`config.mk`:
```
export PLATFORM = sky130hd
export DESIGN_NAME = traffic_phase_sched
export DESIGN_NICKNAME = d
export VERILOG_FILES = /design/src/rtl/traffic_pkg.sv /design/src/rtl/traffic_phase_sched_tick_gen.sv /design/src/rtl/traffic_phase_sched.sv
export SDC_FILE = /design/constraint.sdc
export NUM_CORES = 1
export LEC_CHECK = 0
export ABC_AREA = 1
export BUFFER_PORTS_ARGS = -buffer_cell sky130_fd_sc_hd__buf_2
export CAP_MARGIN = 20
export CORE_ASPECT_RATIO = 2
export CORE_MARGIN = 5
export CORE_UTILIZATION = 60
export CTS_BUF_LIST = sky130_fd_sc_hd__clkbuf_4 sky130_fd_sc_hd__clkbuf_8
export DETAILED_ROUTE_END_ITERATION = 8
export PLACE_DENSITY = 0.8
export SLEW_MARGIN = 20
export SYNTH_ARGS = -nofsm -noshare
export SYNTH_HDL_FRONTEND = slang
export SYNTH_SLANG_ARGS = --single-unit
export TNS_END_PERCENT = 30
```
`constraint.sdc`:
```
create_clock -name clk -period 2.3 [get_ports clk]
set_input_delay 0.23 -clock clk [delete_from_list [all_inputs] [get_ports clk]]
set_output_delay 0.23 -clock clk [all_outputs]
set_load 0.02 [all_outputs]
```
`src/rtl/traffic_pkg.sv`:
```
// Shared phase encodings and lamp patterns for the intersection phase scheduler.
package traffic_pkg;

  localparam int unsigned PHASE_W = 3;
  localparam int unsigned LAMP_W  = 6;

  typedef enum logic [PHASE_W-1:0] {
    MAIN_G = 3'd0,
    MAIN_Y = 3'd1,
    RED_A  = 3'd2,
    SIDE_G = 3'd3,
    SIDE_Y = 3'd4,
    WALK   = 3'd5,
    RED_B  = 3'd6
  } state_e;

  // Lamp bus: [5:3] main {G,Y,R}, [2:0] side {G,Y,R}
  localparam logic [LAMP_W-1:0] L_MAIN_G = 6'b100001;
  localparam logic [LAMP_W-1:0] L_MAIN_Y = 6'b010001;
  localparam logic [LAMP_W-1:0] L_ALL_R  = 6'b001001;
  localparam logic [LAMP_W-1:0] L_SIDE_G = 6'b001100;
  localparam logic [LAMP_W-1:0] L_SIDE_Y = 6'b001010;

  function automatic logic [LAMP_W-1:0] lamp_of(input state_e s);
    case (s)
      MAIN_G:  lamp_of = L_MAIN_G;
      MAIN_Y:  lamp_of = L_MAIN_Y;
      SIDE_G:  lamp_of = L_SIDE_G;
      SIDE_Y:  lamp_of = L_SIDE_Y;
      default: lamp_of = L_ALL_R;
    endcase
  endfunction

endpackage

```
`src/rtl/traffic_phase_sched_tick_gen.sv`:
```
// Restartable clock divider: one-cycle tick every TICK_DIV clocks, counted
// from the most recent clr.
module tick_gen #(
  parameter int unsigned TICK_DIV = 100000000
) (
  input  logic clk,
  input  logic rst,
  input  logic clr,
  output logic tick
);

  localparam int unsigned DIV_W = (TICK_DIV > 1) ? $clog2(TICK_DIV) : 1;
  localparam logic [DIV_W-1:0] DIV_LAST = DIV_W'(TICK_DIV - 1);

  logic [DIV_W-1:0] cnt_q;
  logic [DIV_W-1:0] cnt_d;

  // tick depends only on the count so clr may be derived from it without a loop
  assign tick = (cnt_q == DIV_LAST);

  always_comb begin
    cnt_d = cnt_q + DIV_W'(1);
    if (clr || tick) begin
      cnt_d = '0;
    end
  end

  always_ff @(posedge clk or posedge rst) begin
    if (rst) begin
      cnt_q <= '0;
    end else begin
      cnt_q <= cnt_d;
    end
  end

endmodule

```
`src/rtl/traffic_phase_sched.sv`:
```
// Intersection phase scheduler: main road rests green, side-road vehicle and
// pedestrian requests are latched and served round-robin.
module traffic_phase_sched
  import traffic_pkg::*;
#(
  parameter int unsigned TICK_DIV = 100000000,
  parameter int unsigned MAIN_MIN = 4,
  parameter int unsigned YEL_T    = 1,
  parameter int unsigned RED_T    = 1,
  parameter int unsigned SIDE_T   = 2,
  parameter int unsigned SIDE_EXT = 2,
  parameter int unsigned WALK_T   = 3
) (
  input  logic                 clk,
  input  logic                 rst,
  input  logic                 side_req,
  input  logic                 ped_req,
  input  logic                 ext_sw,
  output logic [LAMP_W-1:0]    light,
  output logic                 walk,
  output logic [PHASE_W-1:0]   phase
);

  localparam int unsigned CNT_W = 8;
  localparam logic [CNT_W-1:0] MAIN_LAST  = CNT_W'(MAIN_MIN - 1);
  localparam logic [CNT_W-1:0] MAIN_SAT   = CNT_W'(MAIN_MIN);
  localparam logic [CNT_W-1:0] YEL_LAST   = CNT_W'(YEL_T - 1);
  localparam logic [CNT_W-1:0] RED_LAST   = CNT_W'(RED_T - 1);
  localparam logic [CNT_W-1:0] SIDE_LAST  = CNT_W'(SIDE_T - 1);
  localparam logic [CNT_W-1:0] SIDEX_LAST = CNT_W'(SIDE_T + SIDE_EXT - 1);
  localparam logic [CNT_W-1:0] WALK_LAST  = CNT_W'(WALK_T - 1);

  logic side_s1_q, side_s2_q;
  logic ped_s1_q, ped_s2_q, ped_s3_q;
  logic ext_s1_q, ext_s2_q;

  state_e             state_q, state_d;
  logic [CNT_W-1:0]   tcnt_q, tcnt_d;
  logic               side_pend_q, side_pend_d;
  logic               ped_pend_q, ped_pend_d;
  logic               rr_q, rr_d;
  logic               ext_q, ext_d;
  logic [LAMP_W-1:0]  light_q, light_d;
  logic               walk_q, walk_d;

  logic               tick;
  logic               entry_c;
  logic               ped_edge_c;
  logic [CNT_W-1:0]   side_last_c;

  assign ped_edge_c  = ped_s2_q & ~ped_s3_q;
  assign side_last_c = ext_q ? SIDEX_LAST : SIDE_LAST;

  tick_gen #(
    .TICK_DIV(TICK_DIV)
  ) u_tick_gen (
    .clk  (clk),
    .rst  (rst),
    .clr  (entry_c),
    .tick (tick)
  );

  // Next state, tick count, request bookkeeping and decoded lamps
  always_comb begin
    state_d     = state_q;
    tcnt_d      = tcnt_q;
    side_pend_d = side_pend_q | (side_s2_q && (state_q != SIDE_G));
    ped_pend_d  = ped_pend_q | (ped_edge_c && (state_q != WALK));
    rr_d        = rr_q;
    ext_d       = ext_q;

    case (state_q)
      MAIN_G: begin
        if (tick && (tcnt_q >= MAIN_LAST) && (side_pend_q || ped_pend_q)) begin
          state_d = MAIN_Y;
        end
      end
      MAIN_Y: if (tick && (tcnt_q == YEL_LAST)) state_d = RED_A;
      RED_A: begin
        if (tick && (tcnt_q == RED_LAST)) begin
          if (side_pend_q && ped_pend_q) state_d = rr_q ? WALK : SIDE_G;
          else if (side_pend_q)          state_d = SIDE_G;
          else if (ped_pend_q)           state_d = WALK;
          else                           state_d = RED_B;
        end
      end
      SIDE_G: if (tick && (tcnt_q == side_last_c)) state_d = SIDE_Y;
      SIDE_Y: if (tick && (tcnt_q == YEL_LAST))    state_d = RED_B;
      WALK:   if (tick && (tcnt_q == WALK_LAST))   state_d = RED_B;
      RED_B:  if (tick && (tcnt_q == RED_LAST))    state_d = MAIN_G;
      default: state_d = RED_B;
    endcase

    entry_c = (state_d != state_q);

    // Main green count saturates so a resting main road can exit on any later tick
    if (entry_c) begin
      tcnt_d = '0;
    end else if (tick && !((state_q == MAIN_G) && (tcnt_q >= MAIN_SAT))) begin
      tcnt_d = tcnt_q + CNT_W'(1);
    end

    if (entry_c && (state_d == SIDE_G)) begin
      side_pend_d = 1'b0;
      rr_d        = 1'b1;
      ext_d       = ext_s2_q;
    end
    if (entry_c && (state_d == WALK)) begin
      ped_pend_d = 1'b0;
      rr_d       = 1'b0;
    end

    light_d = lamp_of(state_d);
    walk_d  = (state_d == WALK);
  end

  always_ff @(posedge clk or posedge rst) begin
    if (rst) begin
      side_s1_q   <= 1'b0;
      side_s2_q   <= 1'b0;
      ped_s1_q    <= 1'b0;
      ped_s2_q    <= 1'b0;
      ped_s3_q    <= 1'b0;
      ext_s1_q    <= 1'b0;
      ext_s2_q    <= 1'b0;
      state_q     <= MAIN_G;
      tcnt_q      <= '0;
      side_pend_q <= 1'b0;
      ped_pend_q  <= 1'b0;
      rr_q        <= 1'b0;
      ext_q       <= 1'b0;
      light_q     <= L_MAIN_G;
      walk_q      <= 1'b0;
    end else begin
      side_s1_q   <= side_req;
      side_s2_q   <= side_s1_q;
      ped_s1_q    <= ped_req;
      ped_s2_q    <= ped_s1_q;
      ped_s3_q    <= ped_s2_q;
      ext_s1_q    <= ext_sw;
      ext_s2_q    <= ext_s1_q;
      state_q     <= state_d;
      tcnt_q      <= tcnt_d;
      side_pend_q <= side_pend_d;
      ped_pend_q  <= ped_pend_d;
      rr_q        <= rr_d;
      ext_q       <= ext_d;
      light_q     <= light_d;
      walk_q      <= walk_d;
    end
  end

  assign light = light_q;
  assign walk  = walk_q;
  assign phase = state_q;

endmodule

```
Word-level counts from Yosys, hierarchy flattened
Cells that the tools add are included.
{"block": "totals", "reg_bits": 56, "latchBits": 0, "ram_bits": 0, "rom_bits": 0, "elab_cells": 81, "memories": 0}
{"block": "op_classes", "n_addsub": 2, "multipliers": 0, "div": 0, "n_lt_le_gt_ge": 2, "eq_ne": 16, "shift": 0, "mux": 21, "bitwise_logic": 4, "reduce_logical": 20}
{"op": "$mux 3", "n": 10}
{"op": "$add 27x1->27 const B", "n": 1}
{"op": "$eq 27x27->1 const B", "n": 1}
{"op": "$mux 27", "n": 1}
{"op": "$pmux 6 s4", "n": 1}
{"op": "$pmux 3 s7", "n": 1}
{"op": "$mux 8", "n": 2}
{"op": "$eq 3x3->1 const B", "n": 5}
{"op": "$logic_and 1x1->1", "n": 12}
{"op": "$eq 3x2->1 const B", "n": 3}
{"op": "$add 8x1->8 const B", "n": 1}
{"op": "$eq 8x2->1", "n": 1}
{"op": "$eq 8x2->1 const B", "n": 1}
{"op": "$ge 8x2->1 const B", "n": 1}
{"op": "$ge 8x3->1 const B", "n": 1}
{"op": "$logic_not 8->1", "n": 1}
{"op": "$eq 3x1->1 const B", "n": 2}
{"op": "$logic_not 3->1", "n": 2}
{"op": "$mux 1", "n": 4}
{"op": "$mux 2", "n": 2}
{"op": "$reduce_bool 2->1", "n": 2}
{"op": "$ne 3x2->1 const B", "n": 1}
{"op": "$ne 3x3->1", "n": 1}
{"op": "$ne 3x3->1 const B", "n": 1}
{"op": "other kinds (5)", "n": 7}

Longest topological paths before layout
Gate-level depths: netlist of run 1.
{"block": "logic_depth", "depth_word": 9, "depth_mapped": 17, "depth_no_buf": 17}

Hierarchy
Synthesis of run 1 repeated with hierarchy kept, for this count alone.
{"block": "hier_totals", "hier_cells": 409, "hier_area_um2": 3086.7}
{"mod": "tick_gen", "n_inst": 1, "cells_per_inst": 234, "area_each_um2": 1610.3, "seq_area_each_um2": 675.6}
{"mod": "traffic_phase_sched", "n_inst": 1, "cells_per_inst": 175, "area_each_um2": 1476.4, "seq_area_each_um2": 728.2}

Worst setup path after synthesis of run 1
Ideal clock, no wire load.
{"block": "synth_timing", "path_type": "register -> register", "start": "register u_tick_gen.cnt_q[0]", "end": "register u_tick_gen.cnt_q[6]", "setup_time_ps": 121, "arrival_ps": 1848, "required_time_ps": 2179, "setup_slack_ps": 331, "path_stages_with_launch": 16, "path_cell_list": "dfrtp_1 > ha_1 > nand3_2 > nor2_2 > nand2_2 > nor2_4 > nand3_2 > nand2_1 > nand2_2 > nor2_4 > nand2_4 > nand2_1 > nand2_2 > nand3_4 > buf_6 > nor2_2"}
{"block": "synth_between", "elab_chain_cells": 8}
{"element": "from (decl)", "line": "traffic_phase_sched_tick_gen.sv:15", "source": "logic [DIV_W-1:0] cnt_q;"}
{"element": "from (signal assigned)", "line": "traffic_phase_sched_tick_gen.sv:32", "source": "cnt_q <= cnt_d;"}
{"element": "$eq 27x27->1 *", "line": "traffic_phase_sched_tick_gen.sv:19", "source": "assign tick = (cnt_q == DIV_LAST);"}
{"element": "$logic_and 1x1->1 (2 in a row)", "line": "traffic_phase_sched.sv:74", "source": "if (tick && (tcnt_q >= MAIN_LAST) && (side_pend_q || ped_pend_q)) begin"}
{"element": "$mux 3", "line": "traffic_phase_sched.sv:74"}
{"element": "$pmux 3 s7 *", "line": "traffic_phase_sched.sv:72", "source": "case (state_q)"}
{"element": "via state_d[1]", "line": "traffic_phase_sched.sv:37", "source": "state_e state_q, state_d;"}
{"element": "$ne 3x3->1 *", "line": "traffic_phase_sched.sv:94", "source": "entry_c = (state_d != state_q);"}
{"element": "$logic_or 1x1->1 *", "line": "traffic_phase_sched_tick_gen.sv:23", "source": "if (clr || tick) begin"}
{"element": "$mux 27 *", "line": "traffic_phase_sched_tick_gen.sv:23"}
{"element": "via u_tick_gen.cnt_d[6]", "line": "traffic_phase_sched_tick_gen.sv:16", "source": "logic [DIV_W-1:0] cnt_d;"}
Mark *: on every way through the listed nets, which the timed path passes. The rest lies on a longest branch.
A chain may end at the register's enable or synchronous reset.

Worst setup path after layout of run 1
{"block": "layout_timing", "start": "register u_tick_gen.cnt_q[0]", "end": "register u_tick_gen.cnt_q[21]"}
The elaborated chain is that of the path after synthesis.

==> results.yml, run 1 <==
route:
  routed-wl-met3_um: 259
  wl_met1_mm: 2.517
  drc: 0
  drt-wirelength-per-cell_um: 15.14
  vias: 2560
  route.met2.wl_mm: 4.032
  via_per_inst: 5.424
  wl_mm: 7.148
  drt-initial-drc-count: 144
  top_signal_layer_used: "met4"
  ant_nets: 0
  dr.pass1.iters: 7
die:
  core-area_um2: 4865
  fp.dieH_um: 110.3
  start_util_pct: 62.09
  ios: 15
  die_area_um2: 6639
  die_x_um: 60.17
  rows: 36
logic_synthesis:
  synth.top_cell.area_share_pct: 44.74
  yosysUniqueCellTypes: 28
  synth_area_leaders: "dfrtp_1 (45%), nand2_1 (8.6%), inv_1 (6.0%)"
  netlist_area_um2: 3020
  synth_warnings: 0
  syn_nets: 372
  synth_cells: 363
  synth_area_leader_cell: "dfrtp_1"
  synth-seq-cells: 56
  syn_avg_cell_area_um2: 8.321
  synth-seq-area-share_pct: 46.48
cts:
  htreeDepth: 2
  clk_root_buffer_cell: "clkbuf_8"
  numCtsBuffers: 5
  clkLatencyLatePin_ns: 0.32
  clock-sinks: 56
  cts_tree: "yes"
  clk_pin_slew_ns: 0.10
  clock_path_buffers: 2
timing:
  final.setup.tns_ns: 0
  hold_viol: 0
  fin_crit_ns: 2.295
  whs_ns: 0.01233
  slew_headroom_pct: 60.97
  min_period_over_period_pct: 99.80
  skew_ns: 0.007107
  clock.fmax_ghz: 0.4356
  setup-violations-final: 0
  slew_violations: 0
  tightest_slew_ns: 0.5846
  rsz0062_at_grt: "true"
critical_path:
  cp-start-kind: "flop"
  end_kind: "flop"
  cp_cell_sequence: "ha_4 -> nand3_4 -> nor2_4 -> nand2_4 -> nor2_4 -> nand3_2 -> nand2_1 -> nand2_1 -> nand2_1 -> inv_2 -> nand2_4 -> nand2_1 -> nand2_2 -> nand3_4 -> buf_4 -> nor2_1"
  reg2reg_slack_ns: 0.005
  worstPathArrival_ns: 2.56
  crit_type: "flop to flop"
  cpPeakStageDelay_ns: 0.41
  timing.critical_path.mode_cell: "nand2_1"
  cp.required_ns: 2.56
  cp_max_fo: 6
  worst_path_max_delay_cell: "dfrtp_1"
global_route:
  grt_pass1_wl_mm: 10.87
  grt_remaining_overflow: 0
  grt_pass1_vias: 2538
  grt_max_degree: 31
  grtUsageTotal_pct: 22.25
  antenna_found_initial: 0
cells_and_area:
  n_antenna_cell: 0
  synthToLayoutAreaGrowth_pct: 19.68
  fin_nets: 423
  n_fill_cell: 347
  post-route-util_pct: 74.31
  stdcell_count: 472
  final_layout_size_suffix_gt1_share_pct: 28.92
worst_hold_path:
  hp-class: "primary input to flop"
job:
  cap_violations: 0
pwr:
  leakagePower_nw: 1.697
  p_sw_uw: 371.1
  p_sw_share_pct: 23.32
  seq_power_share_pct: 62.4
  peakVddDrop_v: 0.0004448
  p_clk_share_pct: 35.8
  p_per_area_nw_per_um2: 440.2
  power.internal_mw: 1.220
  p_comb_share_pct: 1.8
  p_total_mw: 1.591
place:
  placed_cells: 441
  gp_congestion: 0.8806
  portBuffers: 14
  hpwl_mm: 4.970
run_status:
  status: "finished clean"
==> worst max-delay path: cells and delay by family (launching register included) <==
| kind | cells | cell delay [ns] |
|---|---|---|
| AND/OR/NAND/NOR | 13 | 1.37 |
| buffers and inverters | 2 | 0.25 |
| adder cells (fa/ha/maj) | 1 | 0.18 |
| flip-flops | 1 | 0.41 |
==> cell usage after synthesis <==
cell type	count
nand3_1	19
nor2_1	45
nor2_2	26
o21ai_0	8
xnor2_1	7
xor2_1	16
nand2_2	5
nor2_4	3
nor3_1	13
o211ai_1	1
nor4_1	1
a31oi_1	1
inv_1	48
buf_6	3
or3_1	1
ha_1	4
a21oi_2	3
dfstp_2	2
nand3_4	1
nand3b_1	2
nand2_4	1
dfrtp_1	54
nor3_2	5
a21oi_1	7
inv_2	4
nand4_1	11
nand3_2	3
nand2_1	69
==> final timing paths <==
path / start / to / cells past startpoint
max in group asynchronous: rst / light[5] / 4
setup / recovery: u_tick_gen.cnt_q[0] / u_tick_gen.cnt_q[21] / 16
min in group asynchronous: rst / u_tick_gen.cnt_q[6] / 3
setup reg to reg: u_tick_gen.cnt_q[0] / u_tick_gen.cnt_q[21] / 16
hold / removal: side_req / side_s1_q / 1
hold reg to reg: side_s1_q / side_s2_q / 0
==> per-layer routing <==
| layer | track usage, % | up-vias |
|---|---|---|
| li1 | - | 1238 |
| met5 | 0 | - |
| met3 | 4.079 | 25 |
| met2 | 40.87 | 75 |
| met4 | 13.47 | 0 |
| met1 | 21.92 | 1222 |
==> power groups by stage <==
| stage | clock, mW | sequential (mW) | combinational (mW) |
|---|---|---|---|
| floorplan | 0 | 1.01 | 0.0147 |
| global placement | 0 | 1.01 | 0.0268 |
| detailed placement | 0 | 1.01 | 0.0280 |
| CTS | 0.582 | 0.993 | 0.0294 |
| global route | 0.612 | 0.994 | 0.0336 |
| finish | 0.570 | 0.993 | 0.0280 |
==> logic make-up after synthesis <==
kind of cell,count (synthesis),synth area share (%)
simple gates,205,33.80
buf+inv,55,7.580
compound gates,20,3.811
fa+ha+maj,4,1.657
xor+xnor,23,6.669
flops,56,46.48
==> registers in the layout (all words and copies together), names as in the netlist, 3 cells and up <==
signal and count:
tcnt_q 8, phase 3, light 6, u_tick_gen.cnt_q 27
==> repair_timing <==
action,CTS,global route
buffers inserted,3,17
hold buffers,1,0
gates resized for setup,0,26
pin swaps,0,5
endpoints found under the hold margin,26,0
cloned,0,2
setup endpoints to repair,21,42
==> cells in the final DEF (no fill, tap or decap), drive strengths merged, types with 8 or more instances in the layout <==
cell and instances:
a21oi 10, nand4 11, nor2 74, xor2 16, o21ai 8, dfrtp 54, buf 44, inv 54
nand3 24, nor3 18, nand2 75
==> through the flow <==
stage          cell area, µm²  setup WS, ns
6_report                 3615      0.004565
5_1_grt                  3615       -0.1152
4_1_cts                  3354     -0.003271
3_5_place_dp             3228      0.002337
3_3_place_gp             3228       0.06720
2_1_floorplan            3020        0.3313
==> final cells by class <==
| class | instances | area (µm²) | area share (%) |
|---|---|---|---|
| multi-input cells | 253 | 1488 | 41.16 |
| flip-flops and latches | 56 | 1404 | 38.84 |
| repair buffers | 46 | 362.8 | 10.04 |
| inverters | 52 | 195.2 | 5.400 |
| well taps | 57 | 71.32 | 1.973 |
| clock buffers | 5 | 68.82 | 1.904 |
| clock inverters | 3 | 25.02 | 0.6923 |
Power figures use the tool's default switching activity.
==> run 2, diff against run 1 <==
--- a/config.mk
+++ b/config.mk
@@ -14,7 +14,6 @@
 export CTS_BUF_LIST = sky130_fd_sc_hd__clkbuf_4 sky130_fd_sc_hd__clkbuf_8
 export DETAILED_ROUTE_END_ITERATION = 8
 export PLACE_DENSITY = 0.8
-export SLEW_MARGIN = 20
 export SYNTH_ARGS = -nofsm -noshare
 export SYNTH_HDL_FRONTEND = slang
 export SYNTH_SLANG_ARGS = --single-unit
==> constraint.sdc (replaced) <==
create_clock -name clk -period 2.7 [get_ports clk]
set_input_delay 0.27 -clock clk [delete_from_list [all_inputs] [get_ports clk]]
set_output_delay 0.27 -clock clk [all_outputs]
set_load 0.02 [all_outputs]
==> results.yml, run 2 (same netlist as run 1, synthesis figures left out) <==
timing:
  rsz0062_at_grt: "false"
  min_period_over_period_pct: 90.73
  clock.fmax_ghz: 0.4082
  slew_violations: 0
  hold_viol: 0
  skew_ns: 0.01166
  final.setup.tns_ns: 0
  tightest_slew_ns: 0.6715
  setup-violations-final: 0
  fin_crit_ns: 2.450
  slew_headroom_pct: 55.23
cells_and_area:
  multiInputGateArea_um2: 1391
  final_cell_mix: "nand2_1 (69), dfrtp_1 (54), inv_1 (47)"
  final_layout_size_suffix_gt1_share_pct: 20.57
  regMostFlops: "u_tick_gen.cnt_q"
  post-route-util_pct: 66.67
  ff_latch_area_um2: 1404
  stdcell_count: 441
  largest_reg_flops: 27
  n_antenna_cell: 0
  fin_nets: 392
  synthToLayoutAreaGrowth_pct: 7.374
  layout_commonest_cell: "nand2_1"
  n_fill_cell: 413
die:
  start_util_pct: 62.09
  ios: 15
  die_x_um: 60.17
  fp.dieH_um: 110.3
  core-area_um2: 4865
  rows: 36
  die_area_um2: 6639
route:
  drt-initial-drc-count: 102
  routed-wl-met3_um: 135
  wl_mm: 5.996
  via_per_inst: 5.329
  vias: 2350
  top_signal_layer_used: "met4"
  route.met2.wl_mm: 3.389
  ant_nets: 0
  wl_met1_mm: 2.199
  drt-wirelength-per-cell_um: 13.60
  dr.pass1.iters: 5
  drc: 0
cts:
  clk_root_buffer_cell: "clkbuf_8"
  cts_hold_buf: 0
  clock_path_buffers: 2
  numCtsBuffers: 5
  clk_pin_slew_ns: 0.10
  htreeDepth: 2
  clock-sinks: 56
  clkLatencyLatePin_ns: 0.33
  cts_tree: "yes"
  postCtsSetupBuffers: 0
global_route:
  grt_max_degree: 57
  grt_remaining_overflow: 0
  grt_pass1_vias: 2523
  grt_pass1_wl_mm: 10.49
  antenna_found_initial: 0
  grtUsageTotal_pct: 21.03
pwr:
  p_per_area_nw_per_um2: 415.3
  peakVddDrop_v: 0.0004687
  leakagePower_nw: 1.463
critical_path:
  worstPathArrival_ns: 2.69
  end_kind: "flop"
  cp_max_fo: 27
  ff2ff_path_depth: 13
  cp-start-kind: "flop"
  cp.required_ns: 2.94
  crit_type: "flop to flop"
worst_hold_path:
  worstHoldPathCells: 1
  hp-class: "primary input to flop"
job:
  cap_violations: 0
place:
  gp_congestion: 0.8633
  hpwl_mm: 4.466
  portBuffers: 14
  placed_cells: 433
run_status:
  status: "finished clean"
==> run 2: layer usage <==
metal  global-route usage [%]  vias to the layer above
li1                         -                     1180
met4                    13.63                        0
met2                    38.00                       43
met1                    21.21                     1108
met5                        0                        -
met3                    3.380                       19
==> run 2: worst paths after layout <==
check                                        to                start  slack (ns)
setup / recovery           u_tick_gen.cnt_q[23]  u_tick_gen.cnt_q[0]        0.25
min in group asynchronous   u_tick_gen.cnt_q[6]                  rst        0.11
max in group asynchronous  u_tick_gen.cnt_q[19]                  rst        2.13
setup reg to reg           u_tick_gen.cnt_q[23]  u_tick_gen.cnt_q[0]        0.25
hold / removal                        side_s1_q             side_req        0.05
hold reg to reg                       side_s2_q            side_s1_q        0.34
==> run 2: metrics by stage <==
stage	hold slack, ns	total power [mW]	setup slack [ns]	instance area, µm²
final	0.05408	1.347	0.2502	3243
after global routing	0.03881	1.391	0.01059	3243
after CTS	0.03847	1.366	0.2241	3239
after detailed placement	0.3347	0.8831	0.2658	3143
after global placement	0.3381	0.8823	0.4017	3143
after floorplan	0.3014	0.8735	0.7313	3020
==> run 2: timing repair <==
| action | 4_1_cts | 5_1_grt |
|---|---|---|
| hold endpoints to repair | 0 | 0 |
| gates resized for setup | 0 | 1 |
| setup endpoints to repair | 0 | 1 |
==> run 2: layout make-up <==
| cell class | count | share of cell area [%] |
|---|---|---|
| Clock inverter | 3 | 0.8488 |
| Inverter | 52 | 6.019 |
| Tap cell | 57 | 2.199 |
| Multi-Input combinational cell | 252 | 42.90 |
| Sequential cell | 56 | 43.29 |
| Clock buffer | 5 | 2.122 |
| Timing Repair Buffer | 16 | 2.623 |
==> run 2: report_power, final <==
group,switching (mW),leakage [nW],internal (mW)
combinational,0.0163,0.682,0.00321
sequential,0.00199,0.735,0.844
clock,0.291,0.0463,0.191
total,0.309,1.46,1.04
==> run 2: critical path, stage by stage, from the launching register on <==
cell and delay [ns]:
dfrtp_1 0.40, ha_1 0.22, nand3_2 0.13, nor2_2 0.20, nand2_2 0.09, nor2_4 0.18
nand3_1 0.14, nand3_2 0.13, nor2_4 0.05, nand2_4 0.08, nand2_1 0.07, nand2_2 0.10
nand3_4 0.34, a21oi_1 0.24
==> run 3, diff against run 2 <==
--- a/config.mk
+++ b/config.mk
@@ -9,7 +9,6 @@
 export BUFFER_PORTS_ARGS = -buffer_cell sky130_fd_sc_hd__buf_2
 export CAP_MARGIN = 20
 export CORE_ASPECT_RATIO = 2
-export CORE_MARGIN = 5
 export CORE_UTILIZATION = 60
 export CTS_BUF_LIST = sky130_fd_sc_hd__clkbuf_4 sky130_fd_sc_hd__clkbuf_8
 export DETAILED_ROUTE_END_ITERATION = 8
==> results.yml, run 3 (same netlist as run 1, synthesis figures left out) <==
critical_path:
  worstPathArrival_ns: 2.67
  ff2ff_path_depth: 14
  r2r-end: "ext_q"
  crit_type: "flop to flop"
  cp-start-kind: "flop"
  cpPeakStageDelay_ns: 0.38
  critPathTopFamily: "simple AND/OR/NAND/NOR gates"
  cp_cell_sequence: "ha_1 -> nand3_2 -> nor2_2 -> nand2_2 -> nor2_4 -> nand2_1 -> nand2_1 -> nand3_1 -> o21ai_0 -> nor2_1 -> nand2_2 -> nand2_1 -> nand2_1 -> nand2_1"
  path_buf_inv: 0
  timing.critical_path.mode_cell: "nand2_1"
  end_kind: "flop"
  cp_max_fo: 13
  worst_path_max_delay_cell: "dfrtp_1"
  cp.required_ns: 2.92
  r2r_start: "u_tick_gen.cnt_q[0]"
  reg2reg_slack_ns: 0.25
timing:
  final.setup.tns_ns: 0
  min_period_over_period_pct: 90.77
  skew_ns: 0.01315
  rsz0062_at_grt: "false"
  tightest_slew_ns: 0.6894
  slew_violations: 0
  hold_viol: 0
  fin_crit_ns: 2.451
  slew_headroom_pct: 54.04
  setup-violations-final: 0
  clock.fmax_ghz: 0.4080
route:
  drt-wirelength-per-cell_um: 13.82
  drc: 0
  drt-initial-drc-count: 49
  wl_mm: 6.110
  vias: 2370
  dr.pass1.iters: 4
  via_per_inst: 5.362
  ant_nets: 0
place:
  dpl_cell_area_um2: 3151
  placed_cells: 434
  portBuffers: 14
  gp_congestion: 0.8625
  hpwl_mm: 4.615
cts:
  cts_tree: "yes"
  postCtsSetupBuffers: 0
  clock_path_buffers: 2
  clkLatencyLatePin_ns: 0.32
  numCtsBuffers: 5
  clk_root_buffer_cell: "clkbuf_8"
  clock-sinks: 56
  htreeDepth: 2
  ctsResizeCount: 0
  cts_hold_buf: 0
  clk_pin_slew_ns: 0.10
die:
  ios: 15
  start_util_pct: 62.09
  fp.dieH_um: 102.3
  die_x_um: 52.17
  core-area_um2: 4865
  die_area_um2: 5339
  rows: 36
cells_and_area:
  regMostFlops: "u_tick_gen.cnt_q"
  final_cell_mix: "nand2_1 (69), dfrtp_1 (54), inv_1 (47)"
  stdcell_count: 442
  post-route-util_pct: 66.62
  n_antenna_cell: 0
  largest_reg_flops: 27
  final_layout_size_suffix_gt1_share_pct: 20.52
  synthToLayoutAreaGrowth_pct: 7.291
  fin_nets: 393
  layout_commonest_cell: "nand2_1"
  fin_area_um2: 3241
pwr:
  leakagePower_nw: 1.467
  peakVddDrop_v: 0.0003896
  p_total_mw: 1.332
  p_per_area_nw_per_um2: 411.0
worst_hold_path:
  hp-class: "primary input to flop"
  worstHoldPathCells: 1
  hold-path-endpoint: "ped_s1_q"
  min_from: "ped_req"
global_route:
  antenna_found_initial: 0
  grt_pass1_vias: 2367
  grt_pass1_wl_mm: 10.20
  grt_remaining_overflow: 0
  grt_max_degree: 57
  grtUsageTotal_pct: 25.97
job:
  cap_violations: 0
run_status:
  status: "finished clean"
## run 3: cell types whose count changed in the layout (fill, tap and decap cells not counted)
cell      before  now
a21oi_1        6    7
buf_4          2    3
clkinv_2       0    1
inv_6          0    1
inv_8          1    0
clkinv_4       1    0
a21oi_2        4    3
## run 3: worst max path at each step
stage                                    from              endpoint  slack (ns)  depth (start not counted)
after floorplan           u_tick_gen.cnt_q[0]  u_tick_gen.cnt_q[15]        0.73                         15
after global placement    u_tick_gen.cnt_q[0]  u_tick_gen.cnt_q[23]        0.38                         13
after detailed placement  u_tick_gen.cnt_q[0]                 ext_q        0.27                         14
after CTS                 u_tick_gen.cnt_q[0]                 ext_q        0.25                         14
after global routing      u_tick_gen.cnt_q[0]                 ext_q        0.03                         14
final                     u_tick_gen.cnt_q[0]                 ext_q        0.25                         14
## run 3: where the power goes
part           internal [mW]  total, mW  switching, mW
logic                0.00322     0.0199         0.0167
clock network          0.185      0.467          0.282
registers              0.843      0.846        0.00202
## run 3: metrics by stage
step	worst slack [ns]	hold slack [ns]
CTS	0.2459	0.03779
detailed placement	0.2727	0.3347
global placement	0.3764	0.3352
floorplan	0.7313	0.3014
finish	0.2492	0.04526
global route	0.02710	0.02933
## run 3: area by class of cell
type	count	area (µm²)
clock inverters	3	21.27
well taps	57	71.32
inverters	52	195.2
flip-flops and latches	56	1404
multi-input cells	252	1388
repair buffers	17	92.59
clock buffers	5	68.82
fillers	425	1624
## run 3: metal layers
layer | track usage (%) | wire [µm] | up-vias
met5 | 0 | 0 | -
met4 | 14.78 | 261 | 0
met3 | 4.018 | 158 | 18
met2 | 49.01 | 3434 | 45
met1 | 25.41 | 2256 | 1130
li1 | - | - | 1177
